**src/rtl/streaming_dwc.sv**
```systemverilog
// AXI-Stream width converter for the output of a StreamingFIFO stage.
// It packs narrow beats LSB-first into wide words, or unpacks wide words into narrow beats.
module streaming_dwc #(
    parameter int IN_WIDTH  = 8,
    parameter int OUT_WIDTH = 32
) (
    input  logic                 ap_clk,
    input  logic                 ap_rst,
    input  logic [IN_WIDTH-1:0]  in0_V_V_TDATA,
    input  logic                 in0_V_V_TVALID,
    output logic                 in0_V_V_TREADY,
    output logic [OUT_WIDTH-1:0] out_V_V_TDATA,
    output logic                 out_V_V_TVALID,
    input  logic                 out_V_V_TREADY,
    output logic [15:0]          count
);
    logic in_fire;
    logic out_fire;

    assign in_fire  = in0_V_V_TVALID & in0_V_V_TREADY;
    assign out_fire = out_V_V_TVALID & out_V_V_TREADY;

    always_ff @(posedge ap_clk or posedge ap_rst) begin
        if (ap_rst) begin
            count <= '0;
        end else if (out_fire) begin
            count <= count + 16'd1;
        end
    end

    generate
        if (OUT_WIDTH > IN_WIDTH && (OUT_WIDTH % IN_WIDTH) == 0) begin : g_up
            localparam int R  = OUT_WIDTH / IN_WIDTH;
            localparam int SW = $clog2(R);
            localparam logic [SW-1:0] LAST = SW'(R - 1);

            logic [SW-1:0]             slot;
            logic [(R-1)*IN_WIDTH-1:0] acc;

            // A completed word may be loaded in the same cycle the previous one leaves.
            assign in0_V_V_TREADY = !ap_rst && (!out_V_V_TVALID || out_V_V_TREADY);

            always_ff @(posedge ap_clk or posedge ap_rst) begin
                if (ap_rst) begin
                    slot           <= '0;
                    acc            <= '0;
                    out_V_V_TDATA  <= '0;
                    out_V_V_TVALID <= 1'b0;
                end else begin
                    if (out_fire) begin
                        out_V_V_TVALID <= 1'b0;
                    end
                    if (in_fire) begin
                        if (slot == LAST) begin
                            out_V_V_TDATA  <= {in0_V_V_TDATA, acc};
                            out_V_V_TVALID <= 1'b1;
                            slot           <= '0;
                        end else begin
                            acc[slot*IN_WIDTH +: IN_WIDTH] <= in0_V_V_TDATA;
                            slot <= slot + SW'(1);
                        end
                    end
                end
            end
        end else if (IN_WIDTH > OUT_WIDTH && (IN_WIDTH % OUT_WIDTH) == 0) begin : g_down
            localparam int R  = IN_WIDTH / OUT_WIDTH;
            localparam int SW = $clog2(R);
            localparam logic [SW-1:0] LAST = SW'(R - 1);

            logic [SW-1:0]       slot;
            logic [SW-1:0]       slot_next;
            logic [IN_WIDTH-1:0] hold;

            assign slot_next = slot + SW'(1);
            // A new word is only taken as the last slice of the held word leaves, so no bubble appears.
            assign in0_V_V_TREADY = !ap_rst &&
                                    (!out_V_V_TVALID || (out_V_V_TREADY && slot == LAST));

            always_ff @(posedge ap_clk or posedge ap_rst) begin
                if (ap_rst) begin
                    slot           <= '0;
                    hold           <= '0;
                    out_V_V_TDATA  <= '0;
                    out_V_V_TVALID <= 1'b0;
                end else if (in_fire) begin
                    hold           <= in0_V_V_TDATA;
                    out_V_V_TDATA  <= in0_V_V_TDATA[OUT_WIDTH-1:0];
                    out_V_V_TVALID <= 1'b1;
                    slot           <= '0;
                end else if (out_fire) begin
                    if (slot == LAST) begin
                        out_V_V_TVALID <= 1'b0;
                    end else begin
                        slot          <= slot_next;
                        out_V_V_TDATA <= hold[slot_next*OUT_WIDTH +: OUT_WIDTH];
                    end
                end
            end
        end else if (IN_WIDTH == OUT_WIDTH) begin : g_pass
            assign in0_V_V_TREADY = !ap_rst && (!out_V_V_TVALID || out_V_V_TREADY);

            always_ff @(posedge ap_clk or posedge ap_rst) begin
                if (ap_rst) begin
                    out_V_V_TDATA  <= '0;
                    out_V_V_TVALID <= 1'b0;
                end else begin
                    if (out_fire) begin
                        out_V_V_TVALID <= 1'b0;
                    end
                    if (in_fire) begin
                        out_V_V_TDATA  <= in0_V_V_TDATA;
                        out_V_V_TVALID <= 1'b1;
                    end
                end
            end
        end else begin : g_bad
            $error("streaming_dwc: IN_WIDTH and OUT_WIDTH must divide one another");
            assign in0_V_V_TREADY = 1'b0;
            assign out_V_V_TDATA  = '0;
            assign out_V_V_TVALID = 1'b0;
        end
    endgenerate
endmodule

```
**config.mk**
```make
export PLATFORM = sky130hd
export DESIGN_NAME = streaming_dwc
export DESIGN_NICKNAME = d
export VERILOG_FILES = /design/src/rtl/streaming_dwc.sv
export SDC_FILE = /design/constraint.sdc
export NUM_CORES = 1
export LEC_CHECK = 0
export ABC_CLOCK_PERIOD_IN_PS = 6900
export CAP_MARGIN = 0
export CORE_MARGIN = 5
export CORE_UTILIZATION = 56
export DETAILED_ROUTE_END_ITERATION = 12
export PLACE_DENSITY = 0.85
export SLEW_MARGIN = 40
export SYNTH_ARGS = -nofsm -noshare
export SYNTH_HDL_FRONTEND = slang
export SYNTH_SLANG_ARGS = --single-unit
export TNS_END_PERCENT = 50
```
**constraint.sdc**
```tcl
create_clock -name ap_clk -period 6.9 [get_ports ap_clk]
set_input_delay 1.725 -clock ap_clk [delete_from_list [all_inputs] [get_ports ap_clk]]
set_output_delay 1.725 -clock ap_clk [all_outputs]
set_load 0.02 [all_outputs]
```
Yosys cells after proc, flatten, opt, wreduce, memory -nomap -nowiden
Cells that the tools add are included.
{ "word_totals": {"ff_bits": 75, "latchBits": 0, "ram_bits": 0, "rom_bits": 0, "input_bits": 12, "out_inout_bits": 50, "elab_cells": 25, "n_memories": 0} }
{ "op_classes": {"add_sub_neg": 3, "multipliers": 0, "n_div": 0, "n_lt_le_gt_ge": 0, "eq_ne": 1, "shifts": 2, "n_mux": 5, "n_bitwise": 3, "n_reduce_logical": 6} }
{ "ops": {"columns": ["op", "n"], "rows": [
  ["5-bit negator with 34-bit output", 1],
  ["8-bit by 34-bit variable shift with 24-bit output (first input constant)", 1],
  ["8-bit by 34-bit variable part select with 24-bit output", 1],
  ["24-bit bitwise mux", 1],
  ["16-bit by 1-bit adder with 16-bit output (second input constant)", 1],
  ["2-bit AND reduction", 2],
  ["1-bit two-way mux", 3],
  ["2-bit by 1-bit adder with 2-bit output (second input constant)", 1],
  ["1-bit bitwise AND", 2],
  ["2-bit == test (second input constant)", 1],
  ["1-bit logical NOT", 2],
  ["2-bit two-way mux", 1],
  ["1-bit logical AND", 1],
  ["1-bit logical OR", 1],
  ["1-bit NOT", 1]
]} }

Depth between registers and ports, before layout
Gate-level depths: netlist (run 1).
{ "logic_depth": {"depth_word": 5, "mapped_depth": 8, "mapped_depth_nobuf": 6} }

Worst setup path after synthesis (run 1)
No wires, ideal clock.
{ "synth_timing": {"path_type": "input to output", "startpoint": "input port ap_rst", "endpoint": "output port in0_V_V_TREADY", "arrival_ps": 3774, "required_ps": 5175, "slack_ps": 1401, "stages": 2, "path_cell_list": "inv_1 and2_4"} }
{ "synth_between": {"elab_chain_cells": 2} }
{ "synth_lines": {"columns": ["element", "line", "rtl"], "rows": [
  ["from (decl)", "8", "input logic ap_rst,"],
  ["1-bit logical NOT (no line)", null, null],
  ["1-bit logical AND", "41", "assign in0_V_V_TREADY = !ap_rst && (!out_V_V_TVALID || out_V_V_TREADY);"],
  ["to (decl)", "11", "output logic in0_V_V_TREADY,"]
]} }
No other way between the ends.

Worst setup path in the final report (run 1)
{ "layout_timing": {"startpoint": "input port out_V_V_TREADY", "endpoint": "output port in0_V_V_TREADY"} }
{ "layout_between": {"elab_chain_cells": 2} }
{ "layout_lines": {"columns": ["element", "line", "rtl"], "rows": [
  ["from (decl)", "14", "input logic out_V_V_TREADY,"],
  ["1-bit logical OR", "41", null],
  ["1-bit logical AND", "41", null]
]} }
No other way between the ends.

==> results of run 1 <==
worst max-delay path, delay by kind of cell:
family,cells,cell delay (ns)
AND/OR/NAND/NOR,2,0.34
buffers and inverters,2,1.13
final cells by class:
type / instances / area share [%]
Clock buffer: 12 / 3.70
Clock inverter: 4 / 1.73
Inverter: 29 / 2.59
Multi-Input combinational cell: 142 / 29.8
Sequential cell: 75 / 44.7
Tap cell: 75 / 2.24
Timing Repair Buffer: 64 / 15.2
routing by layer:
layer,track usage (%),up-vias,share of wire [%]
met5,0,-,0
met3,3.14,10,2.8
met4,8.92,0,1.7
met2,30.4,31,51
met1,25.3,1035,44
li1,-,975,-
registers in the layout, summed over array words and instances (netlist names):
signal and count:
out_V_V_TDATA 32, g_up.acc 24, count 16, g_up.slot 2
out_V_V_TVALID 1
cell families (layout without fill, tap and decap cells):
group | after synthesis | after routing | share of synthesized area (%)
adders and majority gates | 6 | 6 | 2.28
buffers and inverters | 36 | 109 | 5.12
muxes | 50 | 50 | 19.8
DFF | 75 | 75 | 56.9
AOI/OAI and AO/OA | 8 | 8 | 1.21
and+or+nand+nor | 63 | 63 | 10.7
xor gates and xnor gates | 15 | 15 | 3.98
stage by stage:
stage	area [µm²]	worst slack (ns)	total power [mW]
after global placement	3960	1.99	1.35
after floorplan	3300	1.40	1.10
after detailed placement	3970	1.99	1.37
final	4200	1.99	1.74
after CTS	4200	1.98	1.76
after global routing	4200	1.95	1.84
cells in the final DEF (no fill, tap or decap), drive strengths merged, types with 6 or more instances in the layout:
cell	n
nand3	16
ha	6
clkbuf	12
nand2	24
mux2i	16
dfrtp	75
inv	29
xnor2	11
o21ai	8
clkdlybuf4s50	61
mux2	34
report_power, final:
group / switching [mW] / internal (mW) / total [mW] / leakage, nW
logic: 0.311 / 0.357 / 0.668 / 0.838
registers: 0.0993 / 0.595 / 0.694 / 0.987
clock network: 0.157 / 0.223 / 0.380 / 0.113
worst max-delay path by stage:
stage / end / slack, ns / cells after the start
after floorplan: in0_V_V_TREADY / 1.40 / 2
after global placement: in0_V_V_TREADY / 1.99 / 4
after detailed placement: in0_V_V_TREADY / 1.99 / 4
after CTS: in0_V_V_TREADY / 1.98 / 4
after global routing: in0_V_V_TREADY / 1.95 / 4
final: in0_V_V_TREADY / 1.99 / 4
==> summary.md, run 1 <==
| Metric | Value |
|---|---|
| Status | `complete, no violations` |
| Via Count | `2051` |
| Setup violators final | `0` |
| DRT Pass-1 Iters | `4` |
| Max Cap Viol | `0` |
| Number of synthesized flops with an enable pin | `0` |
| Required @ worst endpoint | `5.18 ns` |
| FF-to-FF End | `g_up.acc[17]` |
| Later-pin clock latency in the skew report | `0.33 ns` |
| CTS tree | `built` |
| Syn avg cell area | `about 13 µm²` |
| Hold Buf Count CTS | `0` |
| Rel. slew slack | `54.4%` |
| Fmax | `0.204 GHz` |
| Worst setup SP type | `input port` |
| CP max-delay cell | `clkdlybuf4s50_1` |
| Post-synth top flop | `dfrtp_1` |
| Netlist cell types | `29` |
| Critical path data arrival time | `3.19 ns` |
| CP Launch Point | `out_V_V_TREADY` |
| # resized after CTS | `0` |
| Sequential fraction of the synthesis area | `a little under three fifths` |
| Tmin final | `4.91 ns` |
| Syn Nets | `271` |
| Critical path class | `input port to output port` |
| IO buf count | `approximately 60` |
| Vias in the first global route | `between 2000 and 2500` |
| Area contributors post-synth | `dfrtp_1 57%, mux2_4 13%, mux2i_1 4.9%` |
| Ys Warns | `0` |
| Layout cell share with drive strength beyond 1 | `18.7%` |
| Initial antenna violation count | `0` |
| CP Max Fanout | `4` |
| RSZ-0062 raised after global routing | `false` |
| Clock transition at path regs | `0.08 ns` |
| Number of clock sinks | `75` |
| Reg2Reg Depth | `5` |
| Post-Syn Area | `3300 µm²` |
| Antenna Violating Nets Remaining | `0` |
| Die area | `7520 µm²` |
| Post-route insts no fill | `401` |
| Hold Fails Final Rpt | `0` |
| Power per cell area | `415 nW/µm²` |
| Total GRT Usage | `19.0%` |
| Global-route wire length before repair | `11.0 mm` |
| Pins Over Slew Limit | `0` |
| Initial Utilization | `56.7%` |
| FF/Latch Area | `1880 µm²` |
| Worst Hold Endpoint | `count[15]` |
| R2r startpoint | `g_up.slot[0]` |
| Synth Register Bits | `75` |
| CP cell instances | `clkdlybuf4s50_1 > nand2b_2 > and2_4 > clkdlybuf4s50_1` |
| Gpl congestion | `0.795` |
| Row cnt | `28` |
| Worst Clk Skew | `between 0.006 and 0.007 ns` |
| Period utilization | `between 70% and 80%` |
| Die H | `86.7 µm` |
| Crit end category | `output port` |
| # diodes | `0` |
| DR iter-0 viols | `153` |
| Setup TNS | `0 ns` |
| Worst-Margin Slew | `just under 0.7 ns` |
| Nets | `about 340` |
| Hold slack | `0.485 ns` |
| Postcts setup bufs | `0` |
| Core area | `5820 µm²` |
| Routed len/inst | `16.2 µm` |
| P_leak | `1.94 nW` |
| Layout area overhead | `27.2%` |
| Hold Path Depth | `1` |
| Clock buffer count from CTS | `9` |
| Ports | `between 60 and 70` |
| Setup slack, reg-to-reg | `4.89 ns` |
| Area of the multi-input gates | `1250 µm²` |
| Synth top cells by count | `75 x dfrtp_1, 29 x inv_1, 29 x mux2_4` |
| HPWL after detailed placement | `about 4.4 mm` |
| Clock Root Buffer | `clkbuf_8` |
| VDD IR max | `0.220 mV` |
| Asr flop ratio synth | `100%` |
| CP max stage delay | `0.61 ns` |
| Hold_sp | `count[15]` |
| Dpl cells | `approximately 390` |
| Grt ovf | `0` |
| Largest net degree at the start of global routing | `slightly below 80` |
| Syn Inst Count | `253` |
| Synth top area share | `56.9%` |
| Fill count | `408` |
| Yosys top cell by area | `dfrtp_1` |
| DRC | `0` |
| Die width | `86.7 µm` |
| H-tree Lvls | `3` |
| Crit path top cell by count | `clkdlybuf4s50_1` |
| Post-Route WL | `roughly 6.5 mm` |
| Hold WC Path Type | `register to register` |
| Final Core Density | `72.1%` |
| CTS Buffer Depth | `2` |
| Vias per std cell | `5.11` |
| Top-count cell post-synth | `dfrtp_1` |
(Power assumes the default switching activity.)
==> run 2, diff against run 1 <==
--- a/config.mk
+++ b/config.mk
@@ -5,12 +5,12 @@
 export SDC_FILE = /design/constraint.sdc
 export NUM_CORES = 1
 export LEC_CHECK = 0
-export ABC_CLOCK_PERIOD_IN_PS = 6900
+export ABC_CLOCK_PERIOD_IN_PS = 4400
 export CAP_MARGIN = 0
 export CORE_MARGIN = 5
-export CORE_UTILIZATION = 56
+export CORE_UTILIZATION = 47
 export DETAILED_ROUTE_END_ITERATION = 12
-export PLACE_DENSITY = 0.85
+export PLACE_DENSITY = 0.76
 export SLEW_MARGIN = 40
 export SYNTH_ARGS = -nofsm -noshare
 export SYNTH_HDL_FRONTEND = slang
==> constraint.sdc (replaced) <==
create_clock -name ap_clk -period 4.4 [get_ports ap_clk]
set_input_delay 1.1 -clock ap_clk [delete_from_list [all_inputs] [get_ports ap_clk]]
set_output_delay 1.1 -clock ap_clk [all_outputs]
set_load 0.02 [all_outputs]
==> summary.md, run 2 (same netlist as run 1, synthesis figures left out) <==
| Metric | Value |
|---|---|
| Status | `complete, no violations` |
| H-tree Lvls | `3 (unchanged)` |
| Clock buffer count from CTS | `9 (unchanged)` |
| Reg2Reg Depth | `5 (unchanged)` |
| DP Area | `3990 µm² (+0.66%)` |
| Hold Buf Count CTS | `0 (unchanged)` |
| # diodes | `0 (unchanged)` |
| RSZ-0062 raised after global routing | `false` |
| Core area | `6790 µm² (+17%)` |
| Setup TNS | `0 ns (unchanged)` |
| Period utilization | `83.1%` |
| Largest register FFs | `32 (unchanged)` |
| Nets | `339 (unchanged)` |
| Power per cell area | `630 nW/µm² (+52%)` |
| Die area | `8790 µm² (+17%)` |
| Fmax | `0.274 GHz` |
| Design Area, Final | `4180 µm² (-0.48%)` |
| Vias per std cell | `4.76 (-7.0%)` |
| Hold WC Path Type | `register to register` |
| Final setup margin | `0.745 ns (-1.24 ns)` |
| Max Cap Viol | `0 (unchanged)` |
| Later-pin clock latency in the skew report | `0.33 ns (about the same)` |
| Hold Fails Final Rpt | `0 (unchanged)` |
| Via Count | `1998 (-2.6%)` |
| Pins Over Slew Limit | `0 (unchanged)` |
| Top reg by flops | `out_V_V_TDATA` |
| # resized after CTS | `0 (unchanged)` |
| Clock transition at path regs | `0.07 ns (about the same)` |
| Pre-CTS setup slack | `0.737 ns (-1.25 ns)` |
| Setup slack, reg-to-reg | `2.36 ns (-2.53 ns)` |
| DRC | `0 (unchanged)` |
| FF-to-FF End | `g_up.acc[21]` |
| R2r startpoint | `g_up.slot[0]` |
| CP Launch Point | `out_V_V_TREADY` |
| Routed len/inst | `15.2 µm (-6.4%)` |
| Layout cell share with drive strength beyond 1 | `18.2% (-0.50 points)` |
| Antenna Violating Nets Remaining | `0 (unchanged)` |
| Tmin final | `approximately 3.7 ns` |
| Worst-Margin Slew | `0.774 ns (+0.0921 ns)` |
| Ports | `62 (unchanged)` |
| DR iter-0 viols | `85 (-44%)` |
| Gpl congestion | `0.751 (-5.5%)` |
| Initial antenna violation count | `0 (unchanged)` |
| Worst Clk Skew | `0.00578 ns (-0.000762 ns)` |
| Total GRT Usage | `15.5% (-3.4 points)` |
| CP Max Fanout | `4 (unchanged)` |
| CTS Buffer Depth | `2 (unchanged)` |
| Vias in the first global route | `2062 (-6.0%)` |
| IO buf count | `61 (unchanged)` |
| Layout area overhead | `26.6%` |
| Critical path data arrival time | `2.56 ns (-0.63 ns)` |
| Setup crit end | `in0_V_V_TREADY` |
| Setup violators final | `0 (unchanged)` |
| Largest net degree at the start of global routing | `78 (unchanged)` |
| Global-route wire length before repair | `10.6 mm (-3.7%)` |
| Post-Route WL | `6.39 mm (-1.9%)` |
| Clock Root Buffer | `clkbuf_8` |
| Total Power | `2.63 mW (+51%)` |
| Die H | `93.8 µm (+8.1%)` |
| Die width | `93.8 µm (+8.1%)` |
| Row cnt | `30 (+7.1%)` |
| Postcts setup bufs | `0 (unchanged)` |
| Most frequent cells in the layout | `75 x dfrtp_1, 61 x clkdlybuf4s50_1, 29 x mux2_4` |
| Worst setup SP type | `input port` |
| CTS tree | `built` |
| P_leak | `1.92 nW (-0.91%)` |
| Initial Utilization | `48.5% (-8.2 points)` |
| Number of clock sinks | `75 (unchanged)` |
| Required @ worst endpoint | `3.30 ns (-1.88 ns)` |
| Final Core Density | `61.5% (-11 points)` |
| Most common cell after layout, fill and taps aside | `dfrtp_1` |
| Critical path class | `input port to output port` |
| DRT Pass-1 Iters | `4 (unchanged)` |
| Grt ovf | `0 (unchanged)` |
| HPWL after detailed placement | `4.44 mm (about the same)` |
| Rel. slew slack | `48.3% (-6.2 points)` |
| Largest registers | `out_V_V_TDATA x32, g_up.acc x24, count x16` |
| VDD IR max | `0.215 mV (-2.1%)` |
| Crit end category | `output port` |
## run 2: metal layers
metal | vias to the layer above | track usage (%) | share of wire, %
li1 | 977 | - | -
met1 | 978 | 20.5 | 47
met2 | 35 | 25.3 | 48
met3 | 8 | 2.96 | 3.4
met4 | 0 | 6.14 | 1.3
met5 | - | 0 | 0
## run 2: cell type report
| cell class | instances | area, µm² |
|---|---|---|
| clock buffers | 11 | 141 |
| inverters | 29 | 109 |
| fillers | 539 | 2620 |
| repair buffers | 64 | 637 |
| clock inverters | 3 | 40.0 |
| flip-flops and latches | 75 | 1880 |
| multi-input cells | 142 | 1250 |
| well taps | 96 | 120 |
## run 2: worst min-delay path by stage
stage | start | endpoint | slack [ns] | cells past startpoint
finish | count[15] | count[15] | 0.48 | 1
global route | count[15] | count[15] | 0.49 | 1
CTS | count[15] | count[15] | 0.48 | 1
detailed placement | count[15] | count[15] | 0.46 | 1
global placement | count[15] | count[15] | 0.46 | 1
floorplan | g_up.acc[10] | out_V_V_TDATA[10] | 0.48 | 1
## run 2: where the power goes
part | internal, mW | switching (mW) | leakage [nW]
Clock | 0.270 | 0.235 | 0.0950
Sequential | 0.933 | 0.155 | 0.987
Combinational | 0.559 | 0.479 | 0.838
Total | 1.76 | 0.869 | 1.92
## run 2: through the flow
stage                     instances  hold WS, ns
after global routing            420        0.485
final                           420        0.477
after floorplan                 253        0.482
after CTS                       420        0.477
after global placement          406        0.464
after detailed placement        406        0.463
## run 2: worst max-delay path, stage by stage
cell             delay [ns]
clkdlybuf4s50_1        0.52
nand2b_2               0.16
and2_4                 0.17
clkdlybuf4s50_1        0.60
